--- src/rtl/cpu_seq_ctrl.sv ---
// ---------------------------------------------------------------------------
// cpu_seq_ctrl -- multi-cycle CPU sequencer.
//
// Steps one instruction at a time through FETCH -> DECODE -> EXEC -> (MEM) ->
// (WB) -> FETCH. It drives the datapath strobes and the ALU operand selects,
// and counts retired instructions. An illegal opcode or a memory wait longer
// than TIMEOUT cycles sends it to TRAP. TRAP is absorbing until reset.
//
// Ports
//   clk, rst_n              : clock, asynchronous active-low reset
//   opcode[6:0]             : opcode of the latched instruction register
//   imem_ack, dmem_ack      : single-cycle memory completion strobes
//   state[2:0]              : current state (FETCH=0 .. TRAP=5)
//   imem_req, ir_we         : instruction fetch request / IR write
//   dmem_req, dmem_we       : data memory request / write
//   rf_we, pc_we            : register file write / PC write
//   op1_type, op2_type[1:0] : ALU operand selects (NONE=0 REG=1 IMM=2 PC=3)
//   trap_illegal, trap_bus  : sticky error flags
//   retire_cnt[31:0]        : count of retired instructions
//
// Handshake: each memory request is held high for as long as the sequencer
// sits in its wait state (FETCH for imem, MEM for dmem). The matching ack is
// a one-cycle strobe that completes the access in the cycle it is sampled
// high. An ack that arrives outside its own wait state has no effect.
// ---------------------------------------------------------------------------
module cpu_seq_ctrl #(
    parameter int unsigned TIMEOUT = 255
) (
    input  logic        clk,
    input  logic        rst_n,
    input  logic [6:0]  opcode,
    input  logic        imem_ack,
    input  logic        dmem_ack,
    output logic [2:0]  state,
    output logic        imem_req,
    output logic        ir_we,
    output logic        dmem_req,
    output logic        dmem_we,
    output logic        rf_we,
    output logic        pc_we,
    output logic [1:0]  op1_type,
    output logic [1:0]  op2_type,
    output logic        trap_illegal,
    output logic        trap_bus,
    output logic [31:0] retire_cnt
);

    localparam logic [6:0] OPC_LUI    = 7'b0110111;
    localparam logic [6:0] OPC_AUIPC  = 7'b0010111;
    localparam logic [6:0] OPC_JAL    = 7'b1101111;
    localparam logic [6:0] OPC_JALR   = 7'b1100111;
    localparam logic [6:0] OPC_BRANCH = 7'b1100011;
    localparam logic [6:0] OPC_LOAD   = 7'b0000011;
    localparam logic [6:0] OPC_STORE  = 7'b0100011;
    localparam logic [6:0] OPC_OPIMM  = 7'b0010011;
    localparam logic [6:0] OPC_OP     = 7'b0110011;

    localparam logic [1:0] OP_TYPE_NONE = 2'd0;
    localparam logic [1:0] OP_TYPE_REG  = 2'd1;
    localparam logic [1:0] OP_TYPE_IMM  = 2'd2;
    localparam logic [1:0] OP_TYPE_PC   = 2'd3;

    // A wait of TIMEOUT cycles traps when the cycle that would bring the
    // counter to TIMEOUT also has no ack, so compare against TIMEOUT-1.
    localparam logic [7:0] WAIT_LAST = 8'(TIMEOUT - 1);

    typedef enum logic [2:0] {
        ST_FETCH  = 3'd0,
        ST_DECODE = 3'd1,
        ST_EXEC   = 3'd2,
        ST_MEM    = 3'd3,
        ST_WB     = 3'd4,
        ST_TRAP   = 3'd5
    } state_e;

    state_e      state_q, state_d;
    logic [7:0]  wait_q, wait_d;
    logic        run_q;
    logic        trap_illegal_q, trap_illegal_d;
    logic        trap_bus_q, trap_bus_d;
    logic [31:0] retire_q;

    logic is_load, is_store, is_branch, is_legal;

    assign is_load   = (opcode == OPC_LOAD);
    assign is_store  = (opcode == OPC_STORE);
    assign is_branch = (opcode == OPC_BRANCH);

    always_comb begin
        case (opcode)
            OPC_LUI, OPC_AUIPC, OPC_JAL, OPC_JALR, OPC_BRANCH,
            OPC_LOAD, OPC_STORE, OPC_OPIMM, OPC_OP: is_legal = 1'b1;
            default:                                 is_legal = 1'b0;
        endcase
    end

    // Next-state logic. The wait counter is cleared on every entry into
    // FETCH or MEM, and advances only during cycles without an ack.
    always_comb begin
        state_d        = state_q;
        wait_d         = wait_q;
        trap_illegal_d = trap_illegal_q;
        trap_bus_d     = trap_bus_q;
        case (state_q)
            ST_FETCH: begin
                // run_q holds off the first wait cycle until the first
                // clock edge after reset release.
                if (run_q) begin
                    if (imem_ack) begin
                        state_d = ST_DECODE;
                    end else if (wait_q == WAIT_LAST) begin
                        state_d    = ST_TRAP;
                        trap_bus_d = 1'b1;
                    end else begin
                        wait_d = wait_q + 8'd1;
                    end
                end
            end
            ST_DECODE: begin
                if (is_legal) begin
                    state_d = ST_EXEC;
                end else begin
                    state_d        = ST_TRAP;
                    trap_illegal_d = 1'b1;
                end
            end
            ST_EXEC: begin
                if (is_load || is_store) begin
                    state_d = ST_MEM;
                    wait_d  = 8'd0;
                end else if (is_branch) begin
                    state_d = ST_FETCH;
                    wait_d  = 8'd0;
                end else begin
                    state_d = ST_WB;
                end
            end
            ST_MEM: begin
                if (dmem_ack) begin
                    if (is_load) begin
                        state_d = ST_WB;
                    end else begin
                        state_d = ST_FETCH;
                        wait_d  = 8'd0;
                    end
                end else if (wait_q == WAIT_LAST) begin
                    state_d    = ST_TRAP;
                    trap_bus_d = 1'b1;
                end else begin
                    wait_d = wait_q + 8'd1;
                end
            end
            ST_WB: begin
                state_d = ST_FETCH;
                wait_d  = 8'd0;
            end
            ST_TRAP: begin
                state_d = ST_TRAP;
            end
            default: begin
                state_d = ST_FETCH;
                wait_d  = 8'd0;
            end
        endcase
    end

    always_ff @(posedge clk or negedge rst_n) begin
        if (!rst_n) begin
            state_q        <= ST_FETCH;
            wait_q         <= 8'd0;
            run_q          <= 1'b0;
            trap_illegal_q <= 1'b0;
            trap_bus_q     <= 1'b0;
            retire_q       <= 32'd0;
        end else begin
            state_q        <= state_d;
            wait_q         <= wait_d;
            run_q          <= 1'b1;
            trap_illegal_q <= trap_illegal_d;
            trap_bus_q     <= trap_bus_d;
            if (pc_we) begin
                retire_q <= retire_q + 32'd1;
            end
        end
    end

    // Strobes decode the registered state, so an asynchronous reset drops
    // them at once. ir_we and the STORE completion pc_we also follow the ack.
    assign imem_req = run_q && (state_q == ST_FETCH);
    assign ir_we    = imem_req && imem_ack;
    assign dmem_req = (state_q == ST_MEM);
    assign dmem_we  = (state_q == ST_MEM) && is_store;
    assign rf_we    = (state_q == ST_WB);
    assign pc_we    = (state_q == ST_WB)
                   || ((state_q == ST_EXEC) && is_branch)
                   || ((state_q == ST_MEM) && is_store && dmem_ack);

    always_comb begin
        op1_type = OP_TYPE_NONE;
        op2_type = OP_TYPE_NONE;
        if (state_q == ST_DECODE || state_q == ST_EXEC ||
            state_q == ST_MEM || state_q == ST_WB) begin
            case (opcode)
                OPC_OP, OPC_BRANCH: begin
                    op1_type = OP_TYPE_REG;
                    op2_type = OP_TYPE_REG;
                end
                OPC_OPIMM, OPC_LOAD, OPC_STORE: begin
                    op1_type = OP_TYPE_REG;
                    op2_type = OP_TYPE_IMM;
                end
                OPC_LUI: begin
                    op2_type = OP_TYPE_IMM;
                end
                OPC_AUIPC: begin
                    op1_type = OP_TYPE_PC;
                    op2_type = OP_TYPE_IMM;
                end
                OPC_JAL, OPC_JALR: begin
                    op1_type = OP_TYPE_PC;
                end
                default: begin
                    op1_type = OP_TYPE_NONE;
                    op2_type = OP_TYPE_NONE;
                end
            endcase
        end
    end

    assign state        = state_q;
    assign trap_illegal = trap_illegal_q;
    assign trap_bus     = trap_bus_q;
    assign retire_cnt   = retire_q;

endmodule
--- config.mk ---
export PLATFORM = sky130hd
export DESIGN_NAME = cpu_seq_ctrl
export DESIGN_NICKNAME = d
export VERILOG_FILES = /design/src/rtl/cpu_seq_ctrl.sv
export SDC_FILE = /design/constraint.sdc
export NUM_CORES = 1
export LEC_CHECK = 0
export ABC_CLOCK_PERIOD_IN_PS = 2900
export CAP_MARGIN = 20
export CORE_UTILIZATION = 50
export DETAILED_ROUTE_END_ITERATION = 8
export GPL_ROUTABILITY_DRIVEN = 1
export PLACE_DENSITY = 0.8
export REMOVE_ABC_BUFFERS = 1
export SYNTH_ARGS = -nofsm -noshare
export SYNTH_HDL_FRONTEND = slang
export SYNTH_SLANG_ARGS = --single-unit
--- constraint.sdc ---
create_clock -name clk -period 2.9 [get_ports clk]
set_clock_uncertainty 0.1 [all_clocks]
set_input_delay 0.58 -clock clk [delete_from_list [all_inputs] [get_ports clk]]
set_output_delay 0.58 -clock clk [all_outputs]
set_load 0.005 [all_outputs]
==> reports/metrics.cfg, run 1 <==
[power_and_ir_drop]
power.density_cell_area_nw_per_um2=530.1
max-vdd-ir-drop_mv=0.3849
p_leak_nw=1.384

[die]
core_region_area_sq_um=4817
initial_core_util_pct=53.27
die_area_sq_um=5423
num_io_pins=58
rows=25
die_y_um=73.64
x_dimension_of_the_die_um=73.64

[cts]
cts.sink_count=46
clock_tree.buffer_depth=2
htree_levels=2
clock-root-buffer=clkbuf_8
path_clk_slew_ns=0.09
cts_buffers=5
source_to_sink_clock_delay_at_the_later_pin_of_the_worst_skew_pair_ns=0.30
cts_tree=done

[placed_design]
port-buffer-count=57
place.detailed.instances=403
place_ws_ns=-0.1550
gp_congestion=0.8314
dp.final_hpwl_mm=4.127

[critical_path]
crit_path_start=opcode[4]
reg2reg_setup_slack_ns=0.54
regToRegEndpoint=retire_cnt[24]
worst_ep_arrival_time_ns=2.16
rr_startpoint=state[0]
critical_path.endpoint_type=primary output
ff2ff_path_depth=6
critical_path_peak_fanout=8
critical_path.startpoint_type=input port
crit_type=input port to primary output
critPathRequiredTime_ns=2.22
critical_path.endpoint=op1_type[1]

[timing]
slew_headroom_pct=61.73
setup_slack_ns=0.06151
slew_violations=0
count_of_endpoints_failing_hold_in_the_final_timing_report=0
maximum_frequency_from_static_timing_analysis_mhz=352.3
count_of_final_setup_violators=0
period_minus_slack_ns=2.838
worst_pin_slew_ns=0.5697
finalCritPeriodShare_pct=97.88

[layout]
final.fill_count=395
multi_input_area_sq_um=1364
layout_commonest_cell=clkdlybuf4s50_1
fin_nets=359
syn_to_final_growth_pct=33.74
finalNonFillerCells=413
n_antenna_cell=0
layout.cells.most_common_list=48 x clkdlybuf4s50_1, 46 x dfrtp_1, 26 x nand2_1
area.sequential_sq_um=1151
post_route_cells_drive_above_1_share_pct=10.98

[grt]
antenna_found_initial=0
grt_pass1_vias=2039
overflow=0
grtUsageTotal_pct=22.36
wire_length_of_the_first_global_routing_pass_mm=9.418
grt_start_max_net_pins=47

[logic_synthesis]
post_synth.cell_area_avg_sq_um=9.504
netlist-cell-type-count=48
combined_area_of_all_synthesized_cells_sq_um=2566
ys.warnings.count=0
ys_seq_area_share_pct=44.86
synth-main-ff-cell=dfrtp_1
synthesis.instances=270
synth_seq_cells=46
async_flop_share_pct=100.0
synth-edff-count=0

[detailed_routing]
average_wire_per_standard_cell_um=14.11
detail_route.iter0.violations=236
num_vias=2289
routed_via_density=5.542
dr.pass1.iters=4
drc=0
wl_mm=5.828
final_antenna_net_count=0

[job]
max_cap_violations=0

[run_status]
status=finished clean

[hold_path]
hold_path.class=flop to flop

==> worst max-delay path, stage by stage <==
cell,delay [ns]
clkdlybuf4s50_1,0.47
buf_4,0.15
nand2b_1,0.12
nor3_2,0.15
o21ai_1,0.09
nor2_1,0.09
clkdlybuf4s50_1,0.51
==> stage by stage <==
stage          cell area (sq um)  TNS [ns]  hold slack (ns)  util [%]  power [mW]
2_1_floorplan               2526         0           0.1844         -       1.131
3_3_place_gp                3296   -0.1182           0.3429     68.42       1.403
3_5_place_dp                3296   -0.1550           0.3432     68.42       1.416
4_1_cts                     3395         0           0.3628     70.47       1.817
5_1_grt                     3432  -0.05261           0.3939     71.25       1.935
6_report                    3432         0           0.3594     71.25       1.819
==> routing by layer <==
| metal | global-route usage (%) | vias up | part of all wire [%] | wire length (um) |
|---|---|---|---|---|
| met5 | 0 | - | 0 | 0 |
| met4 | 7.265 | 0 | 1.2 | 69 |
| met3 | 4.801 | 8 | 5.1 | 300 |
| met2 | 35.78 | 69 | 47 | 2726 |
| met1 | 30.30 | 1087 | 47 | 2732 |
| li1 | - | 1125 | - | - |
==> Yosys cell counts, drive strengths merged (5+ instances only) <==
cell / n / area (sq um)
nand2: 26 / 97.59
inv: 8 / 30.03
nand3: 18 / 90.09
nor3: 10 / 50.05
nand2b: 5 / 38.78
nor2: 18 / 67.56
a21oi: 14 / 70.07
nand4: 15 / 93.84
buf: 5 / 32.53
and4: 6 / 52.55
dfrtp: 46 / 1151
and3: 8 / 50.05
xor2: 9 / 78.83
o21ai: 10 / 50.05
xnor2: 24 / 210.2
==> cell families after synthesis <==
family / synth area share [%]
compound gates: 12.63
xor+xnor: 11.26
fa+ha+maj: 1.463
buf+inv: 2.730
flops: 44.86
other cells: 0.1461
simple gates: 26.91
==> power breakdown <==
group | leakage (nW) | switching [mW] | internal [mW]
Combinational | 0.746 | 0.313 | 0.295
Clock | 0.0447 | 0.230 | 0.174
Sequential | 0.593 | 0.105 | 0.703
==> registers in the layout, summed over array words and instances, names as in the netlist <==
signal / count
trap_illegal: 1
trap_bus: 1
run_q: 1
state: 3
wait_q: 8
retire_cnt: 32
==> area by class of cell <==
| cell class | instances | area share, % |
|---|---|---|
| Clock buffer | 5 | 2.005 |
| Multi-Input combinational cell | 209 | 39.74 |
| Tap cell | 67 | 2.443 |
| Inverter | 8 | 0.8750 |
| Clock inverter | 3 | 0.7291 |
| Timing Repair Buffer | 75 | 20.67 |
| Sequential cell | 46 | 33.54 |
==> how the worst min path moves through the flow <==
stage	from	end	slack (ns)	depth (start not counted)
6_report	trap_illegal	trap_illegal	0.36	1
5_1_grt	trap_illegal	trap_illegal	0.39	1
4_1_cts	trap_illegal	trap_illegal	0.36	1
3_5_place_dp	trap_illegal	trap_illegal	0.34	1
3_3_place_gp	trap_illegal	trap_illegal	0.34	1
2_1_floorplan	rst_n	retire_cnt[0]	0.18	0
==> timing repair <==
item	CTS	global route
endpoints found under the setup margin	1	2
gates resized for setup	9	3
buffers inserted	0	0
endpoints found under the hold margin	0	2
hold buffers	0	1
pin swaps	1	0
Power figures use the tool's default switching activity.
==> run 2: changes to the inputs <==
--- a/config.mk
+++ b/config.mk
@@ -5,12 +5,12 @@
 export SDC_FILE = /design/constraint.sdc
 export NUM_CORES = 1
 export LEC_CHECK = 0
-export ABC_CLOCK_PERIOD_IN_PS = 2900
+export ABC_CLOCK_PERIOD_IN_PS = 2500
 export CAP_MARGIN = 20
-export CORE_UTILIZATION = 50
+export CORE_UTILIZATION = 45
 export DETAILED_ROUTE_END_ITERATION = 8
 export GPL_ROUTABILITY_DRIVEN = 1
-export PLACE_DENSITY = 0.8
+export PLACE_DENSITY = 0.76
 export REMOVE_ABC_BUFFERS = 1
 export SYNTH_ARGS = -nofsm -noshare
 export SYNTH_HDL_FRONTEND = slang
==> constraint.sdc (replaced) <==
create_clock -name clk -period 2.5 [get_ports clk]
set_clock_uncertainty 0.1 [all_clocks]
set_input_delay 0.5 -clock clk [delete_from_list [all_inputs] [get_ports clk]]
set_output_delay 0.5 -clock clk [all_outputs]
set_load 0.005 [all_outputs]
==> run 2 against run 1 <==
Net effect: critical path depth down 1; sequential share of layout area decreased by 1.1 points; critical path type unchanged; combinational power is 30% higher; critical endpoint is now pc_we.
==> reports/metrics.cfg, run 2 (synthesis results as in run 1) <==
[grt]
wire_length_of_the_first_global_routing_pass_mm=10.45  ; +11%
antenna_found_initial=0  ; unchanged
grt_start_max_net_pins=25  ; -47%
grtUsageTotal_pct=21.89  ; -0.47 points
overflow=0  ; unchanged
grt_pass1_vias=2288  ; +12%

[critical_path]
crit_type=input port to primary output
timing.critical_path.buf_inv=3  ; unchanged
critical_path.startpoint_type=input port
sequence_of_cells_on_the_critical_path=clkdlybuf4s50_1 > nand4bb_4 > a2111o_1 > and2_4 > inv_2 > clkbuf_2
critPathRequiredTime_ns=1.90  ; -0.32 ns
critical_path_peak_fanout=2  ; -6
critical-path-top-delay-family=buffers and inverters
worst_ep_arrival_time_ns=1.86  ; -0.30 ns
critical_path.max_stage_delay_ns=0.42  ; -0.09 ns
critical_path.endpoint_type=primary output
slowest_stage_cell_on_the_critical_path=clkdlybuf4s50_1

[timing]
rsz_0062_raised_after_global_routing=yes
slew_violations=0  ; unchanged
maximum_frequency_from_static_timing_analysis_mhz=407.0
slew_headroom_pct=62.12  ; +0.40 points
count_of_final_setup_violators=0  ; unchanged
finalCritPeriodShare_pct=98.27
final.hold.worst_slack_ns=0.07588  ; -0.2835 ns
period_minus_slack_ns=2.457
worst_pin_slew_ns=0.5638  ; -0.005926 ns
count_of_endpoints_failing_hold_in_the_final_timing_report=0  ; unchanged

[layout]
syn_to_final_growth_pct=38.52
n_antenna_cell=0  ; unchanged
largest_register_ffs=32  ; unchanged
post_route_cells_drive_above_1_share_pct=14.89  ; +3.9 points
fin_nets=369  ; +2.8%
layout.cells.most_common_list=46 x clkdlybuf4s50_1, 45 x dfrtp_1, 26 x nand2_1
layout_commonest_cell=clkdlybuf4s50_1

[cts]
cts_buffers=5  ; unchanged
cts_tree=done
postCtsHoldBufs=0  ; unchanged
cts.sink_count=46  ; unchanged
htree_levels=2  ; unchanged
clock-root-buffer=clkbuf_8
path_clk_slew_ns=0.08  ; about the same
clock_tree.buffer_depth=2  ; unchanged
source_to_sink_clock_delay_at_the_later_pin_of_the_worst_skew_pair_ns=0.29  ; about the same

[detailed_routing]
final_antenna_net_count=0  ; unchanged
wl_mm=6.232  ; +6.9%
dr.pass1.iters=4  ; unchanged
drc=0  ; unchanged
average_wire_per_standard_cell_um=14.56  ; +3.2%
detail_route.iter0.violations=57  ; -76%
routed_via_density=5.512  ; -0.55%
num_vias=2359  ; +3.1%

[power_and_ir_drop]
power.share.combinational_pct=35.4  ; +2.0 points
power.density_cell_area_nw_per_um2=629.5  ; +19%
design_power_total_mw=2.238  ; +23%
pwr-share-clk_pct=22.9  ; +0.7 points
max-vdd-ir-drop_mv=0.3964  ; +3.0%
power.switching_mw=0.7563  ; +17%
swShare_pct=33.80  ; -1.8 points
power_internal_mw=1.481  ; +26%
seq_power_share_pct=41.7  ; -2.7 points
p_leak_nw=1.450  ; +4.8%

[die]
die_y_um=77.52  ; +5.3%
initial_core_util_pct=46.60  ; -6.7 points
x_dimension_of_the_die_um=77.52  ; +5.3%
die_area_sq_um=6009  ; +11%
num_io_pins=58  ; unchanged
core_region_area_sq_um=5507  ; +14%
rows=27  ; +8.0%

[placed_design]
dp.final_hpwl_mm=4.556  ; +10%
port-buffer-count=57  ; unchanged
gp_congestion=0.8012  ; -3.6%

[job]
max_cap_violations=0  ; unchanged

[run_status]
status=finished clean

[hold_path]
hold_path.class=input port to asynchronous set/reset pin

[run 2: path summary, 6_finish.rpt]
path / startpoint / to / slack [ns] / depth (start not counted)
worst max-delay path: opcode[2] / pc_we / 0.04 / 6
worst min-delay path: rst_n / retire_cnt[22] / 0.08 / 1
worst max register to register: state[0] / retire_cnt[23] / 0.26 / 6
worst min register to register: trap_illegal / trap_illegal / 0.36 / 1
max in group asynchronous: rst_n / retire_cnt[4] / 1.72 / 2
min in group clk: trap_illegal / trap_illegal / 0.36 / 1
[run 2: power groups by stage]
stage | Sequential, mW | Clock, mW | Combinational [mW]
CTS | 0.929 | 0.534 | 0.770
detailed placement | 0.942 | 0 | 0.759
global placement | 0.937 | 0 | 0.739
global route | 0.946 | 0.568 | 0.869
finish | 0.933 | 0.512 | 0.793
floorplan | 0.945 | 0 | 0.367
[run 2: cell type report]
cell class	instances	area (sq um)
timing repair buffer	85	783.3
tap	72	90.09
sequential	46	1152
multi-input combinational	209	1389
fill	464	1952
clock buffer	8	110.1
inverter	8	30.03
[run 2: per-layer routing]
metal  global-route usage (%)  share of wire (%)
met1                    28.44                 46
met2                    35.84                 49
met3                    4.353                4.4
met4                    8.491                1.2
met5                        0                  0
[run 2: what timing repair did]
action,in CTS,in global routing
setup endpoints to repair,9,9
pin swaps,1,1
gates cloned,0,0
buffers inserted,1,2
resized for setup,18,6
[run 2: per-stage QoR]
stage	cells	TNS (ns)	setup WS (ns)	instance area, sq um	utilization [%]
after floorplan	263	0	0.1046	2526	-
after CTS	426	-0.3080	-0.1259	3521	63.94
after detailed placement	417	-3.067	-0.3851	3382	61.42
after global placement	417	-2.185	-0.3751	3382	61.42
final	428	0	0.04320	3555	64.55
after global routing	428	-0.02924	-0.02924	3555	64.55
[run 2: worst register-to-register path: cells and delay by family (launching register included)]
| kind | cells | cell delay [ns] |
|---|---|---|
| buffers and inverters | 1 | 0.18 |
| AOI/OAI and AO/OA | 2 | 0.93 |
| DFF | 1 | 0.45 |
| and+or+nand+nor | 2 | 0.33 |
| xor gates and xnor gates | 1 | 0.14 |
==> variant: new RTL, settings of run 2 <==
Make the reset (`rst_n`) synchronous in one clocked block. Comments in the files are not updated.
--- a/src/rtl/cpu_seq_ctrl.sv
+++ b/src/rtl/cpu_seq_ctrl.sv
@@ -165,5 +165,5 @@
     end
 
-    always_ff @(posedge clk or negedge rst_n) begin
+    always_ff @(posedge clk) begin
         if (!rst_n) begin
             state_q        <= ST_FETCH;
Check against the original RTL: differs if rst_n is asserted again (counterexample within 4 cycles, from zero or initial values and one cycle with rst_n low); with rst_n held inactive, the same outputs for 10 cycles.
==> variant against run 2 <==
- routed wire length grew 10%
- worst setup slack gained 0.041 ns
- area after synthesis grew 9.6%
- maximum frequency grew 1.7%
- sequential cell count is the same
- design area grew 6.7%
- first-iteration DRC count grew 110%
- critical path depth shrank 1
- die area grew 9.4%
Power is not compared: it rests on default switching activity, and its combinational part moved more than twofold at a synthesized area within 25%.
==> variant: results <==
finish:
  final_layout_size_suffix_gt1_share_pct: 17.66
  nNetsFinal: 432
  n_fill_cell: 532
route:
  vias: 2723
  routed_wirelength_um: 6860
  drtIter0Drc: 119
run_status:
  status: "complete, no violations"
synth:
  count_of_unique_library_cells_instantiated_by_yosys: 55
  synth_fa_ha_area_share_pct: 1.335
  ys_seq_area_share_pct: 32.74
  compound_gate_fraction_of_synth_area_pct: 18.42
  commonest_cells_post_synth: "dfxtp_1, nand2_1, and2_1"
  ys_top_cells_by_area: "dfxtp_1, nand2_1, and2_1, xor2_1, mux2i_1"
  synth_mux_area_share_pct: 4.671
  yosys.area_share.xor_xnor_pct: 6.228
  synthFlopType: "dfxtp_1"
cts:
  cts_repair_resize_count: 28
  post_cts_setup_repair_bufs: 4
global_routing:
  grt_max_degree: 58
  global_route.usage.total_pct: 21.31
  grt_pass1_vias: 2468
  grt_first_pass_wirelength_um: 11130
critical_path:
  max_stage_delay_ns: 0.49
  crit_fanout: 15
hold_path:
  hold_class: "reg2reg"
placed_design:
  place_worst_setup_slack_ns: -0.4250
  placed_area_um2: 3633
[variant: final timing paths]
check                           cells after the start                     endpoint                   startpoint  slack, ns
worst max-delay path                                5                     dmem_req        state[1]$_SDFFE_PN0P_       0.08
worst min register to register                      2  retire_cnt[31]$_SDFFE_PN0P_  retire_cnt[31]$_SDFFE_PN0P_       0.39
worst max register to register                      7  retire_cnt[26]$_SDFFE_PN0P_        state[0]$_SDFFE_PN0P_       0.37
worst min-delay path                                2  retire_cnt[31]$_SDFFE_PN0P_  retire_cnt[31]$_SDFFE_PN0P_       0.39
[variant: layout make-up]
cell class	count	share of cell area, %
clock buffers	6	2.178
inverters	12	1.188
well taps	75	2.475
flip-flops and latches	46	24.32
clock inverters	2	0.3300
multi-input cells	261	47.36
repair buffers	92	22.15
[variant: where the power goes]
| group | switching, mW | internal (mW) | total (mW) | leakage (nW) |
|---|---|---|---|---|
| Combinational | 0.0865 | 0.0875 | 0.174 | 1.16 |
| Sequential | 0.00996 | 0.739 | 0.749 | 0.372 |
| Clock | 0.261 | 0.223 | 0.484 | 0.0472 |
[variant: per-layer routing]
| layer | GRT usage [%] | vias up | part of all wire, % |
|---|---|---|---|
| met5 | 0 | - | 0 |
| met4 | 5.357 | 0 | 1.4 |
| met3 | 3.258 | 10 | 3.2 |
| met2 | 35.80 | 61 | 48 |
| met1 | 28.38 | 1296 | 48 |
| li1 | - | 1356 | - |
[variant: per-stage QoR]
stage | instances | total power, mW | TNS [ns] | utilization, %
after global routing | 494 | 1.460 | 0 | 63.28
after floorplan | 319 | 0.8317 | -2.140 | -
after global placement | 482 | 0.9287 | -4.970 | 60.65
after CTS | 494 | 1.410 | -0.001853 | 62.76
after detailed placement | 482 | 0.9326 | -6.288 | 60.65
final | 494 | 1.407 | 0 | 63.28
